**src/rtl/mips_debug_pkg.sv**
```systemverilog
// Shared types and constants for the MIPS debug/trace blocks.
package mips_debug_pkg;

  typedef enum logic [1:0] {
    IDLE    = 2'd0,
    ARMED   = 2'd1,
    CAPTURE = 2'd2,
    FROZEN  = 2'd3
  } trace_state_t;

  // Same NOP rule as the retired-instruction counter.
  localparam logic [31:0] NOP_WORD = 32'h0000_0000;

  typedef struct packed {
    logic [31:0] pc;
    logic [31:0] instr;
    logic [31:0] cycle;
  } trace_rec_t;

endpackage

```
**src/rtl/trace_fifo.sv**
```systemverilog
// Circular record store with push, pop and overwrite-oldest; show-ahead read at rd_ptr.
module trace_fifo #(
  parameter int DEPTH = 16
) (
  input  logic                       clk,
  input  logic                       rst,
  input  logic                       push,
  input  logic                       pop,
  input  logic                       overwrite,
  input  logic [95:0]                wr_data,
  output logic [95:0]                rd_data,
  output logic [$clog2(DEPTH):0]     level
);

  localparam int AW = $clog2(DEPTH);

  logic [95:0]   mem [DEPTH];
  logic [AW-1:0] wr_ptr;
  logic [AW-1:0] rd_ptr;
  logic          write;

  // An overwrite writes like a push and retires the oldest entry like a pop.
  assign write   = push || overwrite;
  assign rd_data = mem[rd_ptr];

  // NOTE: the array is deliberately not reset; only pointers and level are,
  // so the storage can map onto plain RAM without a clear sequence.
  always_ff @(posedge clk) begin
    if (write) begin
      mem[wr_ptr] <= wr_data;
    end
  end

  always_ff @(posedge clk or posedge rst) begin
    if (rst) begin
      wr_ptr <= '0;
      rd_ptr <= '0;
      level  <= '0;
    end else begin
      if (write) begin
        wr_ptr <= wr_ptr + 1'b1;
      end
      if (pop || overwrite) begin
        rd_ptr <= rd_ptr + 1'b1;
      end
      if (push && !pop) begin
        level <= level + 1'b1;
      end else if (pop && !push) begin
        level <= level - 1'b1;
      end
    end
  end

endmodule

```
**src/rtl/mips_trace_buffer.sv**
```systemverilog
// Retire-trace capture buffer: arm/trigger FSM, NOP filtering, full-buffer policy
// and saturating overflow counter around a circular record store.
module mips_trace_buffer
  import mips_debug_pkg::*;
#(
  parameter int DEPTH = 16,
  parameter int OVF_W = 16
) (
  input  logic                    clk,
  input  logic                    rst,
  input  logic                    capture_en,
  input  logic                    trigger,
  input  logic                    wrap_mode,
  input  logic                    instr_valid,
  input  logic [31:0]             pc,
  input  logic [31:0]             instruction,
  input  logic [31:0]             cycle_count,
  input  logic                    rd_ready,
  output logic                    rd_valid,
  output logic [31:0]             rd_pc,
  output logic [31:0]             rd_instr,
  output logic [31:0]             rd_cycle,
  output logic [$clog2(DEPTH):0]  level,
  output logic [OVF_W-1:0]        overflow_count,
  output logic [1:0]              state
);

  localparam int LW = $clog2(DEPTH) + 1;

  trace_state_t state_q;
  trace_state_t state_d;
  trace_rec_t   wr_rec;
  trace_rec_t   head_rec;
  trace_rec_t   rd_rec;
  logic [95:0]  fifo_rd;
  logic         qualify;
  logic         window;
  logic         want;
  logic         full;
  logic         pop;
  logic         push;
  logic         overwrite;
  logic         drop;
  logic         ovf_clear;

  assign qualify = instr_valid && (instruction != NOP_WORD);
  // The trigger cycle itself may write, but capture_en=0 always wins.
  assign window  = capture_en && ((state_q == ARMED && trigger) || state_q == CAPTURE);
  assign want    = window && qualify;
  assign full    = (level == LW'(DEPTH));
  assign rd_valid = (level != '0);
  assign pop     = rd_valid && rd_ready;

  assign push      = want && (!full || pop);
  assign overwrite = want && full && !pop && wrap_mode;
  assign drop      = want && full && !pop && !wrap_mode;

  assign wr_rec = '{pc: pc, instr: instruction, cycle: cycle_count};

  trace_fifo #(.DEPTH(DEPTH)) u_fifo (
    .clk       (clk),
    .rst       (rst),
    .push      (push),
    .pop       (pop),
    .overwrite (overwrite),
    .wr_data   (wr_rec),
    .rd_data   (fifo_rd),
    .level     (level)
  );

  assign head_rec = fifo_rd;
  assign rd_rec   = rd_valid ? head_rec : '0;
  assign rd_pc    = rd_rec.pc;
  assign rd_instr = rd_rec.instr;
  assign rd_cycle = rd_rec.cycle;
  assign state    = state_q;

  // NOTE: every output of this block gets a default before the case, so no
  // path can leave a value unassigned and infer a latch.
  always_comb begin
    state_d   = state_q;
    ovf_clear = 1'b0;
    case (state_q)
      IDLE: begin
        if (capture_en) begin
          state_d   = ARMED;
          ovf_clear = 1'b1;
        end
      end
      ARMED: begin
        if (!capture_en)  state_d = FROZEN;
        else if (trigger) state_d = CAPTURE;
      end
      CAPTURE: begin
        if (!capture_en) state_d = FROZEN;
      end
      FROZEN: begin
        if (!capture_en && level == '0) state_d = IDLE;
      end
      default: state_d = IDLE;
    endcase
    if (drop) begin
      state_d = FROZEN;
    end
  end

  always_ff @(posedge clk or posedge rst) begin
    if (rst) begin
      state_q <= IDLE;
    end else begin
      state_q <= state_d;
    end
  end

  always_ff @(posedge clk or posedge rst) begin
    if (rst) begin
      overflow_count <= '0;
    end else if (ovf_clear) begin
      overflow_count <= '0;
    end else if ((overwrite || drop) && overflow_count != '1) begin
      overflow_count <= overflow_count + 1'b1;
    end
  end

endmodule

```
**config.mk**
```make
export PLATFORM = sky130hd
export DESIGN_NAME = mips_trace_buffer
export DESIGN_NICKNAME = d
export VERILOG_FILES = /design/src/rtl/mips_debug_pkg.sv /design/src/rtl/trace_fifo.sv /design/src/rtl/mips_trace_buffer.sv
export SDC_FILE = /design/constraint.sdc
export NUM_CORES = 1
export LEC_CHECK = 0
export ABC_AREA = 1
export CAP_MARGIN = 20
export CORE_UTILIZATION = 60
export CTS_BUF_LIST = sky130_fd_sc_hd__clkbuf_4
export DETAILED_ROUTE_END_ITERATION = 8
export PLACE_DENSITY_LB_ADDON = 0.12
export SYNTH_ARGS = -nofsm -noshare
export SYNTH_HDL_FRONTEND = slang
export SYNTH_SLANG_ARGS = --single-unit
export TNS_END_PERCENT = 10
```
**constraint.sdc**
```tcl
create_clock -name clk -period 8.6 [get_ports clk]
set_input_delay 1.72 -clock clk [delete_from_list [all_inputs] [get_ports clk]]
set_output_delay 1.72 -clock clk [all_outputs]
set_load 0.02 [all_outputs]
```
# [Word level (Yosys, flattened, before mapping)]
# Memories as Yosys holds them, arrays and structs flattened.
# Index checks and enable logic that the tools add are counted.
[word_totals] register_bits=31 ram_bits=1536 in_bits=103 output_inout_bits=120 elab_cells=67 mem_count=1
[memory_table] name="u_fifo.mem" depth=16 word_bits=96 read_ports=1 rd_ports_with_merged_regs=0 write_ports=1 line_no="trace_fifo.sv:17" rtl="logic [95:0] mem [DEPTH];"
[op_classes] addsub=5 eq_ne=9 n_mux=16 n_reduce_logical=31
[ops] op="2-to-1 mux 96 bit" n=1
[ops] op="2-to-1 mux 16 bit" n=2
[ops] op="nonzero test 32 bit" n=1
[ops] op="adder 16 x 1 -> 16 bit (second input constant)" n=1
[ops] op="!= test 16 bit (second input constant)" n=1
[ops] op="logical AND 1 bit" n=14
[ops] op="2-to-1 mux 2 bit" n=6
[ops] op="2-to-1 mux 5 bit" n=2
[ops] op="!= test 3 bit (second input constant)" n=3
[ops] op="adder 4 x 1 -> 4 bit (second input constant)" n=2
[ops] op="case mux 2 bit (4 select lines)" n=1
[ops] op="adder 5 x 1 -> 5 bit (second input constant)" n=1
[ops] op="equality test 5 bit (second input constant)" n=1
[ops] op="zero test 1 bit" n=5
[ops] op="zero test 5 bit" n=1
[ops] op="logical OR 1 bit" n=5
[ops] op="nonzero test 5 bit" n=1
[ops] op="subtractor 5 x 1 -> 5 bit (second input constant)" n=1
[ops] op="equality test 2 bit (second input constant)" n=2
[ops] op="2-to-1 mux 1 bit" n=4
[ops] op="!= test 4 bit (second input constant)" n=1
[ops] op="AND reduction 4 bit" n=1
[ops] op="nonzero test 2 bit" n=2
[ops] op="equality test 2 x 1 -> 1 bit (second input constant)" n=1
[ops] op="zero test 2 bit" n=1

# [Longest topological paths before layout]
[logic_depth] word_depth=12 depth_mapped=17 mapped_depth_nobuf=17

# [Hierarchy]
# Synthesis repeated with hierarchy kept, for this count alone.
[unflattened] hier_cells=6725 hier_area_um2=68654.6
[modules_own_cells] module="trace_fifo" n_inst=1 cells_each=6285 area_each_um2=66362.4 seq_area_each_um2=46449.5
[modules_own_cells] module="mips_trace_buffer" n_inst=1 cells_each=440 area_each_um2=2292.2 seq_area_each_um2=450.4

# [Worst setup path before layout]
# No wires, ideal clock.
[synth_path] path_type="input-to-reg" from="in instruction[15]" to="mem u_fifo.mem[0][0], enable pin" setup_time_ns=0.552 arrival_ns=6.580 required_time_ns=8.048 path_slack_ns=1.468 stages=9 n_path_buf=0 path_cell_list="nor2_1 -> and2_1 -> nand2_1 -> nor2_1 -> nand2_1 -> nand2_1 -> a21oi_2 -> nand2_1 -> nor2_1"
[synth_between] elab_chain_cells=9 elab_cells_between_ends=10 cone_classes="mux (2); reduce/logical (8)"
[synth_lines] item="start, declared" line_no="mips_trace_buffer.sv:16" rtl="input logic [31:0] instruction,"
[synth_lines] item="nonzero test 32 bit (*)" line_no="mips_trace_buffer.sv:46" rtl="assign qualify = instr_valid && (instruction != NOP_WORD);"
[synth_lines] item="logical AND 1 bit (*)" line_no="mips_trace_buffer.sv:46"
[synth_lines] item="logical AND 1 bit (*)" line_no="mips_trace_buffer.sv:49" rtl="assign want = window && qualify;"
[synth_lines] item="logical AND 1 bit (3 in a row)" line_no="mips_trace_buffer.sv:55" rtl="assign overwrite = want && full && !pop && wrap_mode;"
[synth_lines] item="logical OR 1 bit (*)" line_no="trace_fifo.sv:23" rtl="assign write = push || overwrite;"
[synth_lines] item="2-to-1 mux 1 bit (*)" line_no="trace_fifo.sv:29" rtl="if (write) begin"
[synth_lines] item="2-to-1 mux 1 bit (not written as such) (*)" line_no="trace_fifo.sv:30" rtl="mem[wr_ptr] <= wr_data;"
[synth_lines] item="end, declared" line_no="trace_fifo.sv:17"
# Mark *: on every way between the ends. The rest lies on a longest branch, timed or not.

# [Worst setup path after layout]
[layout_path] from="reg u_fifo.rd_ptr[0]" to="out rd_instr[9]"
[layout_between] elab_chain_cells=2
[layout_lines] item="start, declared" line_no="trace_fifo.sv:19" rtl="logic [AW-1:0] rd_ptr;"
[layout_lines] item="start signal, assigned" line_no="trace_fifo.sv:44" rtl="rd_ptr <= rd_ptr + 1'b1;"
[layout_lines] item="memory (16 x 96 bit)"
[layout_lines] item="2-to-1 mux 96 bit" line_no="mips_trace_buffer.sv:72" rtl="assign rd_rec = rd_valid ? head_rec : '0;"
[layout_lines] item="end, declared" line_no="mips_trace_buffer.sv:21" rtl="output logic [31:0] rd_instr,"
# No other way between the ends.

==> results.tsv <==
stage	metric	value	unit
global_route	largest net degree at the start of global routing	239	
routing	DRC violations left	0	
clock_network	clk_lat worst skew	1.20	ns
routing	wire length after detailed routing	154000	um
synth	most common cell in the netlist	edfxtp_1	
power_and_ir_drop	VDD IR max	0.000299	V
synth	Post-synth ARST share	1.98	%
floorplan	Die Height	325	um
sta	clock skew	0.0900	ns
floorplan	core area	103000	um^2
clock_network	H-tree depth	5	
clock_network	Num CTS Buffers	403	
synth	Syn. warnings	0	
synth	synthesized instance count	4804	
routing	Routed wire per std cell	22.7	um
synth	flops & latches, synth	1567	
sta	f_max	145	MHz
clock_network	Hold-fix buffers, CTS	0	
synth	Synth top cells by count	1,536 x edfxtp_1, 1,215 x nor2_1, 812 x o21ai_0	
global_route	initial antenna violation count	18	
setup_path	critical-path maximum fanout	209	
setup_path	Worst setup EP type	primary output	
sta	fin crit period	6.88	ns
min_path	hold path depth	2	
synth	Post-Syn Area	62700	um^2
sta	fin. max-slew vios	0	
clock_network	post_cts resized	0	
cells_and_area	design area	70500	um^2
placement	GP Congestion	0.750	
cells_and_area	Syn-to-layout area delta	12.5	%
routing	initial drt markers	4111	
clock_network	Reg clk slew, reported paths	0.07	ns
job	Max-Cap Viols	0	
synth	Netlist cell types	31	
sta	RSZ-0062 raised after global routing	no	
routing	Via density	6.00	
sta	final setup vio count	0	
cells_and_area	# fillers	7398	
outcome	status	completed	
floorplan	Die Area	106000	um^2
clock_network	CTS tree	yes	
placement	DP HPWL	73400	um
synth	Post-synth EDFFs	1536	
sta	Worst Tran Pin Value	1.32	ns
cells_and_area	fraction of layout cells with a size suffix above 1	12.6	%
placement	number of buffers inserted by port buffering	222	
synth	syn_area_per_cell	13.0	um^2
routing	Post-DRT Antenna Nets	0	
global_route	GRT overflow	0	
synth	Syn Nets	4923	
synth	Synth area leader	edfxtp_1	
synth	Post-synth top flop	edfxtp_1	
clock_network	clk root buf	clkbuf_4	
placement	Placed Instance Area	65700	um^2
power_and_ir_drop	Power Total	0.0221	W
clock_network	clk sinks	1567	
floorplan	Die X	325	um
global_route	GRT Total Usage	29.1	%
routing	vias after detailed routing	40800	
floorplan	starting density of the core	60.6	%
cells_and_area	fin nets	5276	
synth	synth top area cells	edfxtp_1 74%, nor2_1 7.3%, o21ai_0 6.5%	
sta	Final Hold Vio Count	0	
setup_path	R2R depth	9	
power_and_ir_drop	power density cells	314	nW/um^2
power_and_ir_drop	Leakage Power	22.9	nW
global_route	first-pass GRT wire length	234000	um
floorplan	Ports	223	
setup_path	critical path type	reg -> out	
min_path	min-delay worst type	reg -> reg	
routing	Initial DRT Pass Iterations	5	
clock_network	Post-CTS Setup Repair Bufs	0	
setup_path	required time of the critical path	6.88	ns
clock_network	Max clock buf depth	4	
sta	period utilisation layout	80.0	%
floorplan	row count	118	
sta	Fin Setup TNS	0	ns
setup_path	Worst Path Arrival	5.16	ns
setup_path	Startpoint Class	flop	
global_route	vias in the first global route	40200	
synth	top cell type's share of synthesized area	73.6	%
sta	Max transition margin	12.1	%
synth	sequential fraction of the synthesis area	74.8	%
## metal layers
layer / routed length [um] / vias to the layer above / GRT usage, %
met3: 11900 / 255 / 5.84
li1: - / 18600 / -
met1: 63600 / 20100 / 39.3
met4: 3590 / 14 / 10.5
met5: 86 / - / 0
met2: 75300 / 1761 / 47.2
## sequential cells by signal, summed over array words and instances (netlist names)
signal / flops
u_fifo.mem: 1536
overflow_count: 16
u_fifo.rd_ptr: 4
u_fifo.wr_ptr: 4
state: 2
u_fifo.level: 5
## kinds of logic (layout without fill, tap and decap cells)
kind of cell | Yosys count | count (layout) | synth area share, %
flip-flops | 1567 | 1567 | 74.8
other | 0 | 9 | 0
AO/OA/AOI/OAI | 1358 | 1358 | 12.4
adder cells (fa/ha/maj) | 16 | 16 | 0.331
AND/OR/NAND/NOR | 1467 | 1467 | 9.14
XOR/XNOR | 18 | 18 | 0.251
buffers and inverters | 378 | 987 | 3.07
## worst max-delay path: stages, from the launching register on
cell and delay (ns):
dfrtp_4 0.79, buf_12 0.62, buf_4 0.66, nor2_1 0.10, nor2_1 0.11, o21ai_0 0.11
o21ai_0 0.13, o211ai_1 0.11, a21oi_1 0.32, clkdlybuf4s50_1 0.69
## through the flow
step | utilization (%) | cells | hold WS [ns] | setup WS (ns)
finish | 68.1 | 6802 | 0.539 | 1.72
global route | 68.1 | 6798 | 0.574 | 1.40
CTS | 68.1 | 6793 | 0.531 | 1.66
detailed placement | 63.5 | 6132 | 0.512 | 2.41
global placement | 63.5 | 6132 | 0.507 | 2.45
floorplan | - | 4804 | 0.486 | 1.47
## cell type report
| class | count | area (um^2) | area share (%) |
|---|---|---|---|
| multi-input cells | 2859 | 14000 | 19.8 |
| clock buffers | 573 | 4300 | 6.10 |
| diodes | 9 | 22.5 | 0.0319 |
| clock inverters | 88 | 437 | 0.619 |
| flip-flops and latches | 1567 | 46900 | 66.5 |
| inverters | 44 | 190 | 0.270 |
| repair buffers | 282 | 2910 | 4.13 |
| well taps | 1380 | 1730 | 2.45 |
## final timing paths
path / to / startpoint / slack [ns]
max: rd_instr[9] / u_fifo.rd_ptr[0] / 1.72
max reg2reg: u_fifo.mem[4][15] / state[1] / 4.70
min reg2reg: u_fifo.wr_ptr[3] / u_fifo.wr_ptr[3] / 0.54
max in group asynchronous: u_fifo.wr_ptr[1] / rst / 7.27
min: u_fifo.wr_ptr[3] / u_fifo.wr_ptr[3] / 0.54
min in group asynchronous: u_fifo.rd_ptr[0] / rst / 0.92
## report_power, final
group          internal (W)  switching, W  leakage (nW)  total [W]
combinational       0.00248       0.00496          5.83    0.00744
clock               0.00312       0.00283          2.83    0.00595
sequential          0.00858      0.000173          14.2    0.00875
total                0.0142       0.00797          22.9     0.0221
## layout by cell type, fill, tap and decap left out, drive strengths merged, types with 13 or more instances in the layout
cell type      Yosys  final
clkdlybuf4s50      0    222
xor2              13     13
nor2            1216   1216
nand3            132    132
a21oi            103    103
dfrtp             31     31
ha                15     15
edfxtp          1536   1536
clkbuf           159    573
inv               44     48
nand2            107    107
clkinv             0     77
o211ai           384    384
o21ai            868    868
buf              175     60
Note: power is estimated with default switching activity, not from simulation.
